--- config.mk ---
export PLATFORM = sky130hd
export DESIGN_NAME = word_serializer_flat
export DESIGN_NICKNAME = d
export VERILOG_FILES = /design/src/rtl/word_serializer_if.sv /design/src/rtl/word_serializer.sv /design/src/flat_wrapper.sv
export SDC_FILE = /design/constraint.sdc
export NUM_CORES = 1
export LEC_CHECK = 0
export ABC_AREA = 0
export BUFFER_PORTS_ARGS = -buffer_cell sky130_fd_sc_hd__buf_2
export CORE_AREA = 2 2 205 207
export CTS_CLUSTER_SIZE = 40
export DETAILED_ROUTE_END_ITERATION = 6
export DIE_AREA = 0 0 207 209
export HOLD_SLACK_MARGIN = 0.03
export SETUP_SLACK_MARGIN = 0.02
export SLEW_MARGIN = 40
export SYNTH_ARGS = -nofsm -noshare
export SYNTH_HDL_FRONTEND = slang
export SYNTH_SLANG_ARGS = --single-unit
export TNS_END_PERCENT = 30
--- constraint.sdc ---
create_clock -name clk -period 8.3 [get_ports clk]
set_input_delay 0.415 -clock clk [delete_from_list [all_inputs] [get_ports clk]]
set_output_delay 0.415 -clock clk [all_outputs]
set_load 0.02 [all_outputs]
--- src/rtl/word_serializer_if.sv ---
// ----------------------------------------------------------------------------
// word_serializer_if
//
// Groups the handshake and data signals of word_serializer. clk and rst are not
// part of the interface.
//
// Modports:
//   slave  - the serializer. It drives in_ready, f0..f7, s, out_valid,
//            out_last and frame_count. It samples in_valid, in_w0..in_w7 and
//            out_ready.
//   master - the surrounding logic: the frame source, the downstream mux and
//            the beat consumer. It uses the opposite directions.
//
// Signals:
//   in_valid, in_ready        frame load handshake
//   in_w0..in_w7   [WIDTH]    frame words; word n is held on fn
//   f0..f7         [WIDTH]    held frame words, fed to the mux data inputs
//   s              [3]        mux select
//   out_valid, out_ready      beat handshake
//   out_last                  the current beat is the final beat of the frame
//   frame_count    [8]        completed frames, wraps from 255 to 0
// ----------------------------------------------------------------------------
interface word_serializer_if #(
  parameter int WIDTH = 32
);
  logic             in_valid;
  logic             in_ready;
  logic [WIDTH-1:0] in_w0, in_w1, in_w2, in_w3, in_w4, in_w5, in_w6, in_w7;
  logic [WIDTH-1:0] f0, f1, f2, f3, f4, f5, f6, f7;
  logic [2:0]       s;
  logic             out_valid;
  logic             out_ready;
  logic             out_last;
  logic [7:0]       frame_count;

  modport slave (
    input  in_valid, in_w0, in_w1, in_w2, in_w3, in_w4, in_w5, in_w6, in_w7,
    input  out_ready,
    output in_ready, f0, f1, f2, f3, f4, f5, f6, f7, s, out_valid, out_last,
    output frame_count
  );

  modport master (
    output in_valid, in_w0, in_w1, in_w2, in_w3, in_w4, in_w5, in_w6, in_w7,
    output out_ready,
    input  in_ready, f0, f1, f2, f3, f4, f5, f6, f7, s, out_valid, out_last,
    input  frame_count
  );
endinterface

--- src/rtl/word_serializer.sv ---
// ----------------------------------------------------------------------------
// word_serializer
//
// Feeds a downstream 8:1 word multiplexer.
//
// - It captures an eight-word frame in a single load handshake.
// - It holds the frame on f0..f7.
// - It steps the select s through the frame. s advances one beat for each
//   accepted output handshake.
// - It counts completed frames in frame_count, which wraps.
//
// Ports:
//   clk  rising-edge clock
//   rst  synchronous, active-high reset
//   bus  word_serializer_if.slave (see word_serializer_if.sv)
//
// Optional feature, macro WORD_SERIALIZER_SKIP_ZERO_EN:
//   When the macro is defined, words equal to zero are skipped:
//   - s visits only the nonzero indices, in ascending order.
//   - out_last marks the highest nonzero index.
//   - An all-zero frame is captured and counted but produces no beats.
//   When the macro is not defined, all eight beats 0..7 are always sent.
//
// All outputs are registered.
// ----------------------------------------------------------------------------
module word_serializer #(
  parameter int WIDTH = 32
) (
  input  logic                 clk,
  input  logic                 rst,
  word_serializer_if.slave     bus
);

  typedef enum logic {IDLE, SEND} state_t;

  state_t           state;
  logic [WIDTH-1:0] in_w [8];
  logic [WIDTH-1:0] f_q  [8];
  logic [2:0]       s_q;
  logic             in_ready_q;
  logic             out_valid_q;
  logic             out_last_q;
  logic [7:0]       frame_count_q;

  // Bit n is set when word n takes part in the frame. in_mask covers the
  // incoming words and f_mask covers the held ones.
  logic [7:0]       in_mask;
  logic [7:0]       f_mask;

  assign in_w[0] = bus.in_w0;
  assign in_w[1] = bus.in_w1;
  assign in_w[2] = bus.in_w2;
  assign in_w[3] = bus.in_w3;
  assign in_w[4] = bus.in_w4;
  assign in_w[5] = bus.in_w5;
  assign in_w[6] = bus.in_w6;
  assign in_w[7] = bus.in_w7;

`ifdef WORD_SERIALIZER_SKIP_ZERO_EN
  always_comb begin
    // NOTE: every always_comb output gets a default first, so no path leaves it
    // unassigned and no latch is inferred.
    in_mask = '0;
    f_mask  = '0;
    for (int i = 0; i < 8; i++) begin
      in_mask[i] = (in_w[i] != '0);
      f_mask[i]  = (f_q[i]  != '0);
    end
  end
`else
  assign in_mask = 8'hff;
  assign f_mask  = 8'hff;
`endif

  // Lowest set index of m.
  function automatic logic [2:0] first_idx(input logic [7:0] m);
    first_idx = 3'd0;
    for (int i = 7; i >= 0; i--)
      if (m[i]) first_idx = 3'(i);
  endfunction

  // Highest set index of m.
  function automatic logic [2:0] last_idx(input logic [7:0] m);
    last_idx = 3'd0;
    for (int i = 0; i < 8; i++)
      if (m[i]) last_idx = 3'(i);
  endfunction

  // Lowest set index of m above cur. Called only when cur is not the last
  // index, so such an index always exists.
  function automatic logic [2:0] next_idx(input logic [7:0] m, input logic [2:0] cur);
    next_idx = cur;
    for (int i = 7; i >= 0; i--)
      if (m[i] && (i > int'(cur))) next_idx = 3'(i);
  endfunction

  // NOTE: sequential state uses non-blocking assignments only. All flops
  // then update together at the edge, whatever order the statements are in.
  always_ff @(posedge clk) begin
    if (rst) begin
      state <= IDLE;
      // NOTE: the frame registers are cleared on reset because they are
      // visible outputs with defined reset values, not scratch storage.
      for (int i = 0; i < 8; i++) f_q[i] <= '0;
      s_q           <= 3'd0;
      in_ready_q    <= 1'b1;
      out_valid_q   <= 1'b0;
      out_last_q    <= 1'b0;
      frame_count_q <= 8'd0;
    end else begin
      case (state)
        IDLE: begin
          if (bus.in_valid && in_ready_q) begin
            for (int i = 0; i < 8; i++) f_q[i] <= in_w[i];
            if (in_mask == 8'd0) begin
              // Nothing to send. The frame counts as complete at once.
              frame_count_q <= frame_count_q + 8'd1;
            end else begin
              state       <= SEND;
              s_q         <= first_idx(in_mask);
              out_last_q  <= (first_idx(in_mask) == last_idx(in_mask));
              out_valid_q <= 1'b1;
              in_ready_q  <= 1'b0;
            end
          end
        end

        SEND: begin
          // out_valid is always high in SEND. out_ready alone accepts the beat.
          if (bus.out_ready) begin
            if (out_last_q) begin
              state         <= IDLE;
              s_q           <= 3'd0;
              out_valid_q   <= 1'b0;
              out_last_q    <= 1'b0;
              in_ready_q    <= 1'b1;
              frame_count_q <= frame_count_q + 8'd1;
            end else begin
              s_q        <= next_idx(f_mask, s_q);
              out_last_q <= (next_idx(f_mask, s_q) == last_idx(f_mask));
            end
          end
        end

        default: state <= IDLE;
      endcase
    end
  end

  assign bus.f0          = f_q[0];
  assign bus.f1          = f_q[1];
  assign bus.f2          = f_q[2];
  assign bus.f3          = f_q[3];
  assign bus.f4          = f_q[4];
  assign bus.f5          = f_q[5];
  assign bus.f6          = f_q[6];
  assign bus.f7          = f_q[7];
  assign bus.s           = s_q;
  assign bus.in_ready    = in_ready_q;
  assign bus.out_valid   = out_valid_q;
  assign bus.out_last    = out_last_q;
  assign bus.frame_count = frame_count_q;

endmodule

--- src/flat_wrapper.sv ---
// flat-port wrapper written by rule: the top's interface ports become plain ports
module word_serializer_flat 
#(
  parameter int WIDTH = 32
)
  (clk, rst, bus_in_valid, bus_in_w0, bus_in_w1, bus_in_w2, bus_in_w3, bus_in_w4, bus_in_w5, bus_in_w6, bus_in_w7, bus_out_ready, bus_in_ready, bus_f0, bus_f1, bus_f2, bus_f3, bus_f4, bus_f5, bus_f6, bus_f7, bus_s, bus_out_valid, bus_out_last, bus_frame_count);
  word_serializer_if #(.WIDTH(WIDTH)) bus_i ();
  input  logic clk;
  input  logic rst;
  input wire logic [$bits(bus_i.in_valid)-1:0] bus_in_valid;
  input wire logic [$bits(bus_i.in_w0)-1:0] bus_in_w0;
  input wire logic [$bits(bus_i.in_w1)-1:0] bus_in_w1;
  input wire logic [$bits(bus_i.in_w2)-1:0] bus_in_w2;
  input wire logic [$bits(bus_i.in_w3)-1:0] bus_in_w3;
  input wire logic [$bits(bus_i.in_w4)-1:0] bus_in_w4;
  input wire logic [$bits(bus_i.in_w5)-1:0] bus_in_w5;
  input wire logic [$bits(bus_i.in_w6)-1:0] bus_in_w6;
  input wire logic [$bits(bus_i.in_w7)-1:0] bus_in_w7;
  input wire logic [$bits(bus_i.out_ready)-1:0] bus_out_ready;
  output wire logic [$bits(bus_i.in_ready)-1:0] bus_in_ready;
  output wire logic [$bits(bus_i.f0)-1:0] bus_f0;
  output wire logic [$bits(bus_i.f1)-1:0] bus_f1;
  output wire logic [$bits(bus_i.f2)-1:0] bus_f2;
  output wire logic [$bits(bus_i.f3)-1:0] bus_f3;
  output wire logic [$bits(bus_i.f4)-1:0] bus_f4;
  output wire logic [$bits(bus_i.f5)-1:0] bus_f5;
  output wire logic [$bits(bus_i.f6)-1:0] bus_f6;
  output wire logic [$bits(bus_i.f7)-1:0] bus_f7;
  output wire logic [$bits(bus_i.s)-1:0] bus_s;
  output wire logic [$bits(bus_i.out_valid)-1:0] bus_out_valid;
  output wire logic [$bits(bus_i.out_last)-1:0] bus_out_last;
  output wire logic [$bits(bus_i.frame_count)-1:0] bus_frame_count;
  assign bus_i.in_valid = bus_in_valid;
  assign bus_i.in_w0 = bus_in_w0;
  assign bus_i.in_w1 = bus_in_w1;
  assign bus_i.in_w2 = bus_in_w2;
  assign bus_i.in_w3 = bus_in_w3;
  assign bus_i.in_w4 = bus_in_w4;
  assign bus_i.in_w5 = bus_in_w5;
  assign bus_i.in_w6 = bus_in_w6;
  assign bus_i.in_w7 = bus_in_w7;
  assign bus_i.out_ready = bus_out_ready;
  assign bus_in_ready = bus_i.in_ready;
  assign bus_f0 = bus_i.f0;
  assign bus_f1 = bus_i.f1;
  assign bus_f2 = bus_i.f2;
  assign bus_f3 = bus_i.f3;
  assign bus_f4 = bus_i.f4;
  assign bus_f5 = bus_i.f5;
  assign bus_f6 = bus_i.f6;
  assign bus_f7 = bus_i.f7;
  assign bus_s = bus_i.s;
  assign bus_out_valid = bus_i.out_valid;
  assign bus_out_last = bus_i.out_last;
  assign bus_frame_count = bus_i.frame_count;
  word_serializer #(.WIDTH(WIDTH)) u_core (.clk(clk), .rst(rst), .bus(bus_i));
endmodule
== Yosys cells after proc, flatten, opt, wreduce, memory -nomap -nowiden ==
Memory sizes are Yosys's and may differ from the RTL's.
Cells that the tools add are included.

* RAM bits: 256
* Register bits: 15
* Word-level logic and storage cells: 89
* Memories: 1
* Bits of input ports: 260

* Multiplexer cells: 56
* Reduce and logical (&&, ||, !) cells: 4
* Bitwise logic cells: 9
* Magnitude comparators: 7
* Eq/ne operators: 5
* Add/subtract/negate cells: 1

{| class="wikitable"
|+ Memories
! name !! words !! bits a word !! rd ports !! clocked after Yosys merged registers in !! write ports !! line !! source
|-
| u_core.f_q || 8 || 32 || 8 || 0 || 8 || word_serializer.sv:38 || <nowiki>logic [WIDTH-1:0] f_q [8];</nowiki>
|}

{| class="wikitable"
|+ Operators by type and width
! kind !! number
|-
| 2-to-1 mux 32 bit || 8
|-
| 2-to-1 mux 3 bit || 23
|-
| 2-to-1 mux 8 bit || 3
|-
| 2-to-1 mux 1 bit || 17
|-
| greater-than comparator 3 bit, first input constant || 4
|-
| adder 8 x 1 -> 8 bit, second input constant || 1
|-
| bitwise OR 1 bit || 8
|-
| one-hot mux 1 bit (2 select lines) || 4
|-
| equality test 3 bit || 2
|-
| greater-than comparator 2 x 3 -> 1 bit, first input constant || 2
|-
| one-hot mux 3 bit (2 select lines) || 1
|-
| AND reduction 3 bit || 2
|-
| inequality test 2 bit, second input constant || 2
|-
| greater-than comparator 1 x 3 -> 1 bit, first input constant || 1
|-
| inequality test 2 x 1 -> 1 bit, second input constant || 1
|-
| AND reduction 2 bit || 1
|-
| logical AND 1 bit || 1
|-
| NOT 1 bit || 1
|}

== Depth between registers and ports, before layout ==
Gate-level depths: netlist of run 1.

* Depth in word-level cells: 16
* Depth in mapped cells: 6
* Gate-level depth less buffers: 4

== Worst setup path after synthesis of run 1 ==
No wires, ideal clock.

* Path type: input-to-reg
* Start: in rst
* End: mem u_core.f_q[0][0] (enable)
* Library setup time: 0.663 ns
* Cell stages on the path: 2
* Path buffers: 1
* Arrival time: 6.814 ns
* Setup slack: 0.823 ns
* Cells stage by stage: clkbuf_1 nand2b_1

{| class="wikitable"
|+ RTL lines
! item !! line !! source
|-
| start, declared || flat_wrapper.sv:9 || <nowiki>input logic rst;</nowiki>
|-
| end, declared || word_serializer.sv:38 ||
|}

==> results of run 1 <==
[how the worst min path moves through the flow]
stage               depth (start not counted)                                     end                              startpoint  slack (ps)
global placement                            2  u_core.bus.frame_count[7]$_SDFFE_PP0P_  u_core.bus.frame_count[7]$_SDFFE_PP0P_         470
detailed placement                          2  u_core.bus.frame_count[7]$_SDFFE_PP0P_  u_core.bus.frame_count[7]$_SDFFE_PP0P_         480
floorplan                                   2  u_core.bus.frame_count[7]$_SDFFE_PP0P_  u_core.bus.frame_count[7]$_SDFFE_PP0P_         550
global route                                2         u_core.f_q[0][44]$_SDFFCE_PN0P_                           bus_in_w1[12]          90
finish                                      2          u_core.f_q[0][3]$_SDFFCE_PN0P_                            bus_in_w0[3]         120
CTS                                         2          u_core.f_q[1][5]$_SDFFCE_PN0P_                            bus_in_w4[5]          80
[critical path, cell delays in order (launching register included)]
cell	delay, ps
sky130_fd_sc_hd__dfxtp_1	410
sky130_fd_sc_hd__nand3b_4	270
sky130_fd_sc_hd__nand2b_4	510
sky130_fd_sc_hd__buf_6	610
[flip-flops by register name (all words and copies together) (netlist names)]
signal	count
u_core.f_q	256
u_core.bus.frame_count	8
u_core.bus.s	3
u_core.bus.in_ready	1
u_core.bus.out_last	1
u_core.bus.out_valid	1
u_core.state	1
[routing by layer]
layer	wire length [um]	up-vias
met5	74	-
met4	567	10
met3	2610	48
met2	13900	326
met1	11300	3257
li1	-	3249
[where the power goes]
| group | internal (W) | switching [W] | total (W) |
|---|---|---|---|
| sequential | 0.00163 | 0.0000324 | 0.00166 |
| clock | 0.000776 | 0.000547 | 0.00132 |
| combinational | 0.000147 | 0.000284 | 0.000431 |
| total | 0.00255 | 0.000863 | 0.00341 |
[layout by cell type, fill, tap and decap left out, drive strengths merged]
| cell | count |
|---|---|
| nand3b | 2 |
| nor2b | 65 |
| bufinv | 3 |
| mux2i | 1 |
| nand2b | 1 |
| ha | 1 |
| nand4 | 3 |
| clkbuf | 35 |
| inv | 4 |
| o21bai | 1 |
| o21ai | 5 |
| o211ai | 1 |
| clkinv | 17 |
| and3b | 1 |
| nor3 | 2 |
| a211oi | 3 |
| or4 | 2 |
| xor2 | 2 |
| or3 | 3 |
| nor2 | 6 |
| a221oi | 1 |
| a31oi | 1 |
| diode | 2 |
| clkinvlp | 1 |
| edfxtp | 256 |
| and2 | 193 |
| o31ai | 2 |
| nand2 | 5 |
| o21ba | 1 |
| buf | 536 |
| nand3 | 3 |
| a21oi | 8 |
| dfxtp | 15 |
[stage by stage]
stage                     instance area, sq um  hold WS, ps
final                                    14400          125
after global routing                     14400         91.7
after detailed placement                 13400          480
after CTS                                14300         81.8
after global placement                   13300          466
after floorplan                          10100          551
[cell type report]
type	count	area (sq um)
repair buffers	536	2730
well taps	539	674
inverters	2	7.51
flip-flops and latches	271	7990
fillers	4106	26900
diodes	2	5.00
clock inverters	23	199
multi-input cells	313	1990
clock buffers	35	791
[cell families after synthesis]
| group | share of synthesized area [%] |
|---|---|
| compound gates | 1.41 |
| mux | 0.0990 |
| buf+inv | 1.47 |
| flops | 79.0 |
| fa+ha+maj | 0.124 |
| simple gates | 17.7 |
| xor+xnor | 0.173 |
==> results.txt, run 1 <==
The number of cell rows came out at 75. The worst register-to-register path begins at u_core.state$_SDFF_PP0_. The actual slew at the worst max-slew pin came out at 704 ps.

The maximum fanout along the worst path is 76. The tree is rooted in a sky130_fd_sc_hd__clkbuf_16. The number of top-level pins is 530. The count of pins over their slew limit came out at 0. The synthesized netlist occupies a cell area of between 10000 and 15000 sq um. Global routing used ~12% of the available tracks. After the first detailed-routing iteration, the DRC count stood at 418. The hold violation count in the final report is 0. Setup violations remaining at the end of the flow were counted as 0.

The area of the placeable core came out at ~41000 sq um. In the post-synthesis netlist, the biggest area contributors are sky130_fd_sc_hd__edfxtp_1 (76%), sky130_fd_sc_hd__and2_1 (12%), sky130_fd_sc_hd__nor2b_1 (4.0%). The sequential element share of the synthesized area came out at about four fifths. The signed area change from the synthesized netlist to the final layout came out at 42.2%. The TritonCTS clock tree is yes. The maximum number of pins on one net before global-route repair came out at 105. The maximum number of buffers from clock root to sink is 3. The total number of clock tree sinks came out at 271. The net count of the mapped netlist came out at between 800 and 900. The placer congestion estimate came out at about 0.8. The power after layout came out at roughly 0.0034 W.

The overall die area came out at 43300 sq um. The share of final-layout standard cells stronger than drive strength 1 is 49.7%. The post-synthesis async set-or-reset flop share came out at 0%. The estimated wirelength of the detail-placed design is 21.0 mm. The die height is around 210 um. The final total negative setup slack came out at 0 ps. After layout, the minimum clock period comes to 2280 ps.

The worst-skew pair later-pin latency came out at about 560 ps. In this run the number of H-tree levels came out at 1. Timing analysis after detailed placement gives a worst setup slack of 5140 ps. The number of storage elements in the synthesis netlist is 271. In the post-synthesis netlist, the cell with the most instances is sky130_fd_sc_hd__edfxtp_1.

The flow ran to the end, and the final reports show no timing, DRC or antenna violations. On the final layout, the worst clock skew is 8.69 ps. The capturing element type of the critical path is a flip-flop. The final-stage net count came out at 1416. The last element of the critical path is u_core.f_q[0][23]$_SDFFCE_PN0P_. The x dimension of the die is just over 200 um. Post-CTS repair changed the size of 0 cells. The endpoint identified for the worst register-to-register timing path is u_core.f_q[0][23]$_SDFFCE_PN0P_. After detailed routing, the average wire length per cell comes to 16.5 um. TritonCTS created 31 clock buffers.

Global routing finished with a remaining overflow of 0. The cell count after synthesis came out at a little over 600. The kind of critical path is flip-flop to flip-flop.

The hold-fix buffer count after cts is 0. The share of the synthesized area in the top cell type is 76.0%. The number of global-route vias before repair came out at 6839.

In this run the worst hold path is classified as input pin to flip-flop. For this block, the via count after detailed routing is 6890. The final routed DRC violation total came out at 0. The timing-limited maximum frequency came out at 438 MHz. The register clock-pin slew on the reported worst setup and hold paths came out at 60 ps. The fraction of met1 tracks used by global routing is between 10 and 15%.

Max-cap violations in this run came to 0. The global-route wire length before repair is 41.3 mm. The required time of the critical path came out at 8490 ps.

The initial antenna violation count came to 8. The average instance in the mapped netlist occupies 16.4 sq um. Leaving out filler cells and counting taps, the final layout contains 1721. The aggregate routed wire length is 28.5 mm. The number of placed instances with taps included is 1660. The synthesized design spends more area on one cell type than any other, namely sky130_fd_sc_hd__edfxtp_1. The reported leakage power came out at 6.45 nW. Input and output buffers added on the ports amount to 529. Dividing the detail-routed via count by the number of cells gives 4.00. The detailed-router iteration count before antenna repair came out at 4. The number of synthesized flops with an enable pin came out at 256. The headroom to the max-slew limit came out at around 53%. The number of cells on the worst reg-to-reg path came out at 3. The total number of yosys warnings is 0.

The worst setup path is launched from a flip-flop. The met3 usage in global routing is 4.61%. The least setup slack across all paths after layout is 6020 ps. The commonest register cell after synthesis is sky130_fd_sc_hd__edfxtp_1. The worst-case vdd ir drop is 0.143 mV. The core occupancy in the finished layout is 34.8%. The power density normalized to cell area is 237 nW/um^2. The final worst-path cycle share came out at 27.5%.

met2 is the most crowded layer. After clock tree synthesis, the setup repair step added 0 buffers. Data on the critical path arrives at its endpoint at ~2500 ps. The met2 track demand over resource came out at 20.7%.

In this run the remaining antenna-violating nets after routing total 0. The initial standard-cell utilization of the core is approximately a quarter. Yosys mapped the design onto 35 distinct sky130hd cell types.

Ranked by instance count, the synthesized netlist is headed by sky130_fd_sc_hd__edfxtp_1 (256), sky130_fd_sc_hd__and2_1 (193), sky130_fd_sc_hd__nor2b_1 (65), sky130_fd_sc_hd__buf_2 (20), sky130_fd_sc_hd__dfxtp_1 (15). Setup repair after global routing left no endpoint under its margin. The reg-to-reg setup timing slack came out at around 6000 ps. In this run the worst setup path begins at u_core.state$_SDFF_PP0_.
Power figures use the tool's default switching activity.
==> run 2: changes to the inputs <==
==> constraint.sdc (replaced) <==
create_clock -name clk -period 2.2 [get_ports clk]
set_input_delay 0.11 -clock clk [delete_from_list [all_inputs] [get_ports clk]]
set_output_delay 0.11 -clock clk [all_outputs]
set_load 0.02 [all_outputs]
==> results.txt, run 2 (synthesis gave the netlist of run 1 again) <==
The stage delay of the slowest cell on the critical path is between 500 and 600 ps. The global-route wire length before repair came out at about 47 mm. The total number of clock tree sinks came out at roughly 270. The tool flagged a number of max-cap violations equal to 0.

The final total negative setup slack came out at 0 ps. The final-stage net count came out at roughly 1700. The total overflow left after global routing is 0. The placer congestion estimate came out at 0.792. TritonCTS built the clock tree. The core occupancy in the finished layout came out at 41.2%. The number of global-route vias before repair came out at 8378. The headroom to the max-slew limit came out at a little under half. In this run the count of I/O pins placed on the die edge is 530. The area of the placeable core came out at 41300 sq um. The aggregate routed wire length came out at 32.1 mm. Summing all placed instances gives a cell area of approximately 13000 sq um. The violation count after the first detailed-route iteration is about 320. Setup repair after global routing left no endpoint under its margin. For this design, the slowest cell found on the critical path is sky130_fd_sc_hd__buf_4. The count of pins over their slew limit is 0. The hold violation count in the final report came out at 0.

In this run the deepest clock path goes through 3 buffers. The via density per instance came out at 4.00. The timing-limited maximum frequency is 550 MHz. Data on the critical path is required at its endpoint by 2620 ps. The flow ran to the end, and the final reports show no timing, DRC or antenna violations. At the pin with the least slew margin, the transition time is about 800 ps.

The final setup violation count came out at 0. Between clock sinks in the finished design, the worst skew comes to 25.1 ps. The maximum fanout along the worst path came out at 81. For this design the ratio of total power to cell area is between 700 and 800 nW/um^2. In this run the number of H-tree levels came out at 1. The worst setup path is launched from a flip-flop.

The HPWL after detailed placement is 21.5 mm. Entering global routing, the biggest net connects 82 pins. The kind of critical path is flip-flop to flip-flop.

The share of final-layout standard cells stronger than drive strength 1 is between 40% and 50%. The initial utilization of the core area, before any placement, comes to 24.5%. Once the clock tree was built, the setup fixing pass inserted 0 buffers. The number of gates resized after CTS is 0. Once detail routing completed, the nets flagged for antenna violations numbered 0.

Dividing the detail-routed wire length by the instance count gives 16.2 um. The die is 207 um wide. The combined global-route utilization of all metal layers came out at 13.9%. The critical path goes through nand3b_4, nor2_4, buf_4, and2_1. The final routed DRC violation total is 0. The die height came out at 209 um. The library cells used most frequently in the layout, excluding fill and tap cells, are sky130_fd_sc_hd__buf_2 (529), sky130_fd_sc_hd__dlygate4sd3_1 (260), sky130_fd_sc_hd__edfxtp_1 (256).

The register clock-pin slew on the reported worst setup and hold paths came out at about 60 ps. The initial antenna violation count is 5. The reported leakage power came out at 7.56 nW. At the later pin of the worst-skew pair, clock insertion delay measures 560 ps. STA classifies the critical path endpoint as a flip-flop. Counting flops per register, the top entry is u_core.f_q. The worst-case vdd ir drop came out at 0.561 mV. The data arrival time of the worst path came out at about 2200 ps. The flip-flop count of the largest register, all copies and words added is 256.

The smallest clock period supported by the final layout is computed as around 1800 ps. The final worst-path cycle share came out at approximately 83%. The commonest non-fill, non-tap cell in the layout is sky130_fd_sc_hd__buf_2. The worst hold path was traced through 3 stages. The signed area change from the synthesized netlist to the final layout came out at 68.3%. The min-delay analysis places its worst path in the category input pin to flip-flop. The count of buffers inserted at the top-level ports came out at 529. Counting cells, the worst reg-to-reg path comes to 4. The finished cells cover 17000 sq um. The number of hold buffers added after CTS was 260.

The clock tree root buffer cell is sky130_fd_sc_hd__clkbuf_16. The floorplan step defined a die boundary enclosing 43300 sq um. The total number of vias came out at 7926. Buffers inserted during clock tree synthesis total 31. For this run, the detailed router's first-pass iteration total came to 4. The number of cell rows is 75.
run 2: cell count changes in the layout (fill, tap and decap cells not counted), moves of 2 or more:
cell	change
sky130_fd_sc_hd__dlygate4sd3_1	+260
sky130_fd_sc_hd__clkinv_1	-6
sky130_fd_sc_hd__buf_12	+4
sky130_fd_sc_hd__buf_4	+4
sky130_fd_sc_hd__buf_6	-4
sky130_fd_sc_hd__clkinv_2	+3
sky130_fd_sc_hd__clkbuf_1	+2
sky130_fd_sc_hd__clkinv_4	-2
run 2: path summary, 6_finish.rpt:
kind / start / end / slack (ps)
setup / recovery: u_core.state$_SDFF_PP0_ / u_core.f_q[0][103]$_SDFFCE_PN0P_ / 380
hold / removal: bus_in_w3[3] / u_core.f_q[0][99]$_SDFFCE_PN0P_ / 360
hold reg to reg: u_core.bus.frame_count[7]$_SDFFE_PP0P_ / u_core.bus.frame_count[7]$_SDFFE_PP0P_ / 500
setup reg to reg: u_core.state$_SDFF_PP0_ / u_core.f_q[0][103]$_SDFFCE_PN0P_ / 380
run 2: power breakdown:
part           leakage, nW  switching [W]  internal (W)
combinational         4.24        0.00117      0.000879
clock                0.474        0.00204       0.00292
sequential            2.85       0.000122       0.00614
run 2: routing by layer:
layer  up-vias  wire length [um]  global-route usage, %
li1       3769                 -                      -
met1      3720             12100                   15.3
met2       368             16400                   25.0
met3        63              2700                   4.57
met4         6               941                   5.07
met5         -                47                      0
run 2: area by class of cell:
cell class	count	area, sq um
inverters	2	7.51
clock buffers	37	798
flip-flops and latches	271	7990
well taps	539	674
repair buffers	800	5400
fillers	3790	24300
multi-input cells	313	1990
diodes	2	5.00
clock inverters	17	165
run 2: per-stage QoR:
stage	std cells	hold WS (ps)	power, W	setup slack (ps)
4_1_cts	1979	322	0.0134	370
5_1_grt	1979	348	0.0138	248
3_3_place_gp	1665	385	0.00802	486
3_5_place_dp	1665	388	0.00804	391
6_report	1981	356	0.0133	382
2_1_floorplan	616	307	0.00727	-632
run 2: critical path: cells and delay by family, from the launching register on:
kind                   cells  cell delay (ps)
AND/OR/NAND/NOR            3              660
flip-flops                 1              410
buffers and inverters      1              530
==> run 3: changes to the inputs <==
==> constraint.sdc (replaced) <==
create_clock -name clk -period 1.8 [get_ports clk]
set_input_delay 0.09 -clock clk [delete_from_list [all_inputs] [get_ports clk]]
set_output_delay 0.09 -clock clk [all_outputs]
set_load 0.02 [all_outputs]
==> results.txt, run 3 (synthesis gave the netlist of run 1 again) <==
The kind of cell with the highest combined delay along the critical path is buffers and inverters. The number of cell rows came out at 75. The tool flagged a number of max-cap violations equal to 0. The die covers roughly 43000 sq um.

The final worst-path cycle share came out at 83.1%. Buffers inserted during clock tree synthesis total 30. The share of final-layout standard cells stronger than drive strength 1 came out at 41.2%. The worst-skew pair later-pin latency came out at about 560 ps.

Ranked by flip-flop count, first place goes to u_core.f_q. The first detailed-routing pass took 5 iterations. The reported leakage power came out at 7.64 nW. The number of placed instances with taps included is 1674.

The cell with the largest stage delay on the worst path is sky130_fd_sc_hd__dlygate4sd3_1. The timing-limited maximum frequency came out at 669 MHz. Summed over all nets, the half-perimeter wirelength after detailed placement is 22.1 mm.

The maximum fanout along the worst path came out at 51. After global routing the overflow that remains totals 0. The stage delay of the slowest cell on the critical path is 540 ps. The post-place setup slack is 363 ps.

The count of pins over their slew limit came to 0. The hold violation count in the final report is 0. The signal on the critical path passes through dlygate4sd3_1, buf_2, buf_4, o21bai_1, dlygate4sd3_1. The least setup slack across all paths after layout came out at 305 ps. The number of nets still failing antenna checks after routing came out at 0. The routed layout has roughly 8000 vias. The flow ran to the end, and the final reports show no timing, DRC or antenna violations. The worst setup path is launched from an input pin. Once the floorplan was initialized, standard cells occupied 24.5% of the core.

The tightest min-delay check is of the input pin to flip-flop type. Setup violations remaining at the end of the flow were counted as 0. In this run the number of H-tree levels came out at 1. The number of global-route vias before repair is around 8500. The data arrival time of the worst path came out at 2000 ps. Setup repair after global routing left no endpoint under its margin. The initial antenna violation count is 5. Counting both buffers and inverters, the worst setup path holds a total of 4. Tracing the worst setup path back leads to its startpoint at rst. The number of post-CTS setup repair buffers came out at 0. The kind of critical path is input pin to flip-flop. The total number of clock tree sinks is 271.

At the pin with the least slew margin, the transition time is 540 ps. The aggregate routed wire length is 32.4 mm. The headroom to the max-slew limit is 64.0%. The signed area change from the synthesized netlist to the final layout is 70.0%.

The setup clock skew after layout is roughly 9.2 ps. The required time of the critical path is about 2300 ps. The final period demand of the worst path came out at 1500 ps. The via density per instance is 4.02.

Once layout is complete, the cells apart from fillers number 1990. The worst register-to-register path begins at u_core.state$_SDFF_PP0_. The mean routed wirelength per cell is around 16 um.

The number of top-level pins is 530. Port buffering added 529 buffers. The global-route wire length before repair came out at between 40 and 50 mm. Among the stages of the critical path, the cell type that occurs most often is sky130_fd_sc_hd__dlygate4sd3_1. The final layout contains around 1700 nets. The register with the most flip-flops in the layout has 256 of them. The worst-case vdd ir drop came out at ~0.65 mV.

The worst hold slack came out at ~350 ps. Leaving out fill and tap cells, the most frequent cell in the layout is sky130_fd_sc_hd__buf_2. The area of the placeable core is roughly 41000 sq um. The launch point of the worst hold path is bus_in_w4[28]. Dividing total power by cell area gives a power density of 960 nW/um^2. TritonCTS built the clock tree. The x dimension of the die came out at 207 um. The placer congestion estimate came out at 0.834. The longest clock path from root to sink contains 3 buffers. The combined global-route utilization of all metal layers came out at 14.2%. The violation count after the first detailed-route iteration is about 400.

The register clock-pin slew on the reported worst setup and hold paths came out at 60 ps. STA classifies the critical path endpoint as a flip-flop. The tree is rooted in a sky130_fd_sc_hd__clkbuf_16.

The maximum number of pins on one net before global-route repair came out at approximately 120. The die height came out at between 200 and 250 um. The core occupancy in the finished layout is between 40% and 50%. The top cell types in the final layout, fill and taps aside, are sky130_fd_sc_hd__buf_2 (529), sky130_fd_sc_hd__dlygate4sd3_1 (260), sky130_fd_sc_hd__edfxtp_1 (256).

The final routed DRC violation total came out at 0.
## run 3: cell types whose count changed in the layout (fill, tap and decap cells not counted), moves of 2 or more
cell                       delta
sky130_fd_sc_hd__clkinv_2     -5
sky130_fd_sc_hd__clkbuf_1     +3
sky130_fd_sc_hd__buf_4        +4
sky130_fd_sc_hd__buf_12       +5
sky130_fd_sc_hd__clkbuf_8     +2
## run 3: path summary, 6_finish.rpt
| check | to | slack, ps | depth (start not counted) |
|---|---|---|---|
| max | u_core.bus.in_ready$_SDFFE_PP1P_ | 300 | 5 |
| min | u_core.f_q[1][28]$_SDFFCE_PN0P_ | 350 | 3 |
| max reg2reg | u_core.f_q[0][91]$_SDFFCE_PN0P_ | 340 | 4 |
| min reg2reg | u_core.bus.frame_count[7]$_SDFFE_PP0P_ | 510 | 2 |
## run 3: stage by stage
stage                     setup TNS (ps)  power [W]  area (sq um)
after detailed placement               0    0.00988         13600
final                                  0     0.0165         17200
after floorplan                  -264240    0.00889         10100
after global placement                 0    0.00986         13600
after global routing                   0     0.0171         17200
after CTS                              0     0.0167         17200
## run 3: worst register-to-register path, stage by stage (launching register included)
cell and delay (ps):
sky130_fd_sc_hd__dfxtp_1 310, sky130_fd_sc_hd__nand3b_4 220, sky130_fd_sc_hd__nor2_4 170, sky130_fd_sc_hd__buf_12 350, sky130_fd_sc_hd__and2_1 270
## run 3: cell type report
| type | count | area, sq um |
|---|---|---|
| well taps | 539 | 674 |
| fillers | 3791 | 24100 |
| clock inverters | 12 | 163 |
| clock buffers | 42 | 837 |
| repair buffers | 809 | 5530 |
| flip-flops and latches | 271 | 7990 |
| diodes | 2 | 5.00 |
| inverters | 2 | 7.51 |
| multi-input cells | 313 | 1990 |
## run 3: power breakdown
group | leakage [nW] | switching [W] | internal [W]
clock network | 0.486 | 0.00249 | 0.00379
registers | 2.85 | 0.000150 | 0.00750
logic | 4.30 | 0.00145 | 0.00112
## run 3: timing repair
item,in CTS,in global routing
hold buffers,260,0
hold endpoints to repair,267,0
resized for setup,0,0
## run 3: layer usage
layer  global-route usage [%]  vias to the layer above  wire length (um)
li1                         -                     3790                 -
met1                     16.0                     3788             12400
met2                     25.5                      364             16500
met3                     4.49                       58              2690
met4                     4.33                        6               745
met5                        0                        -                29
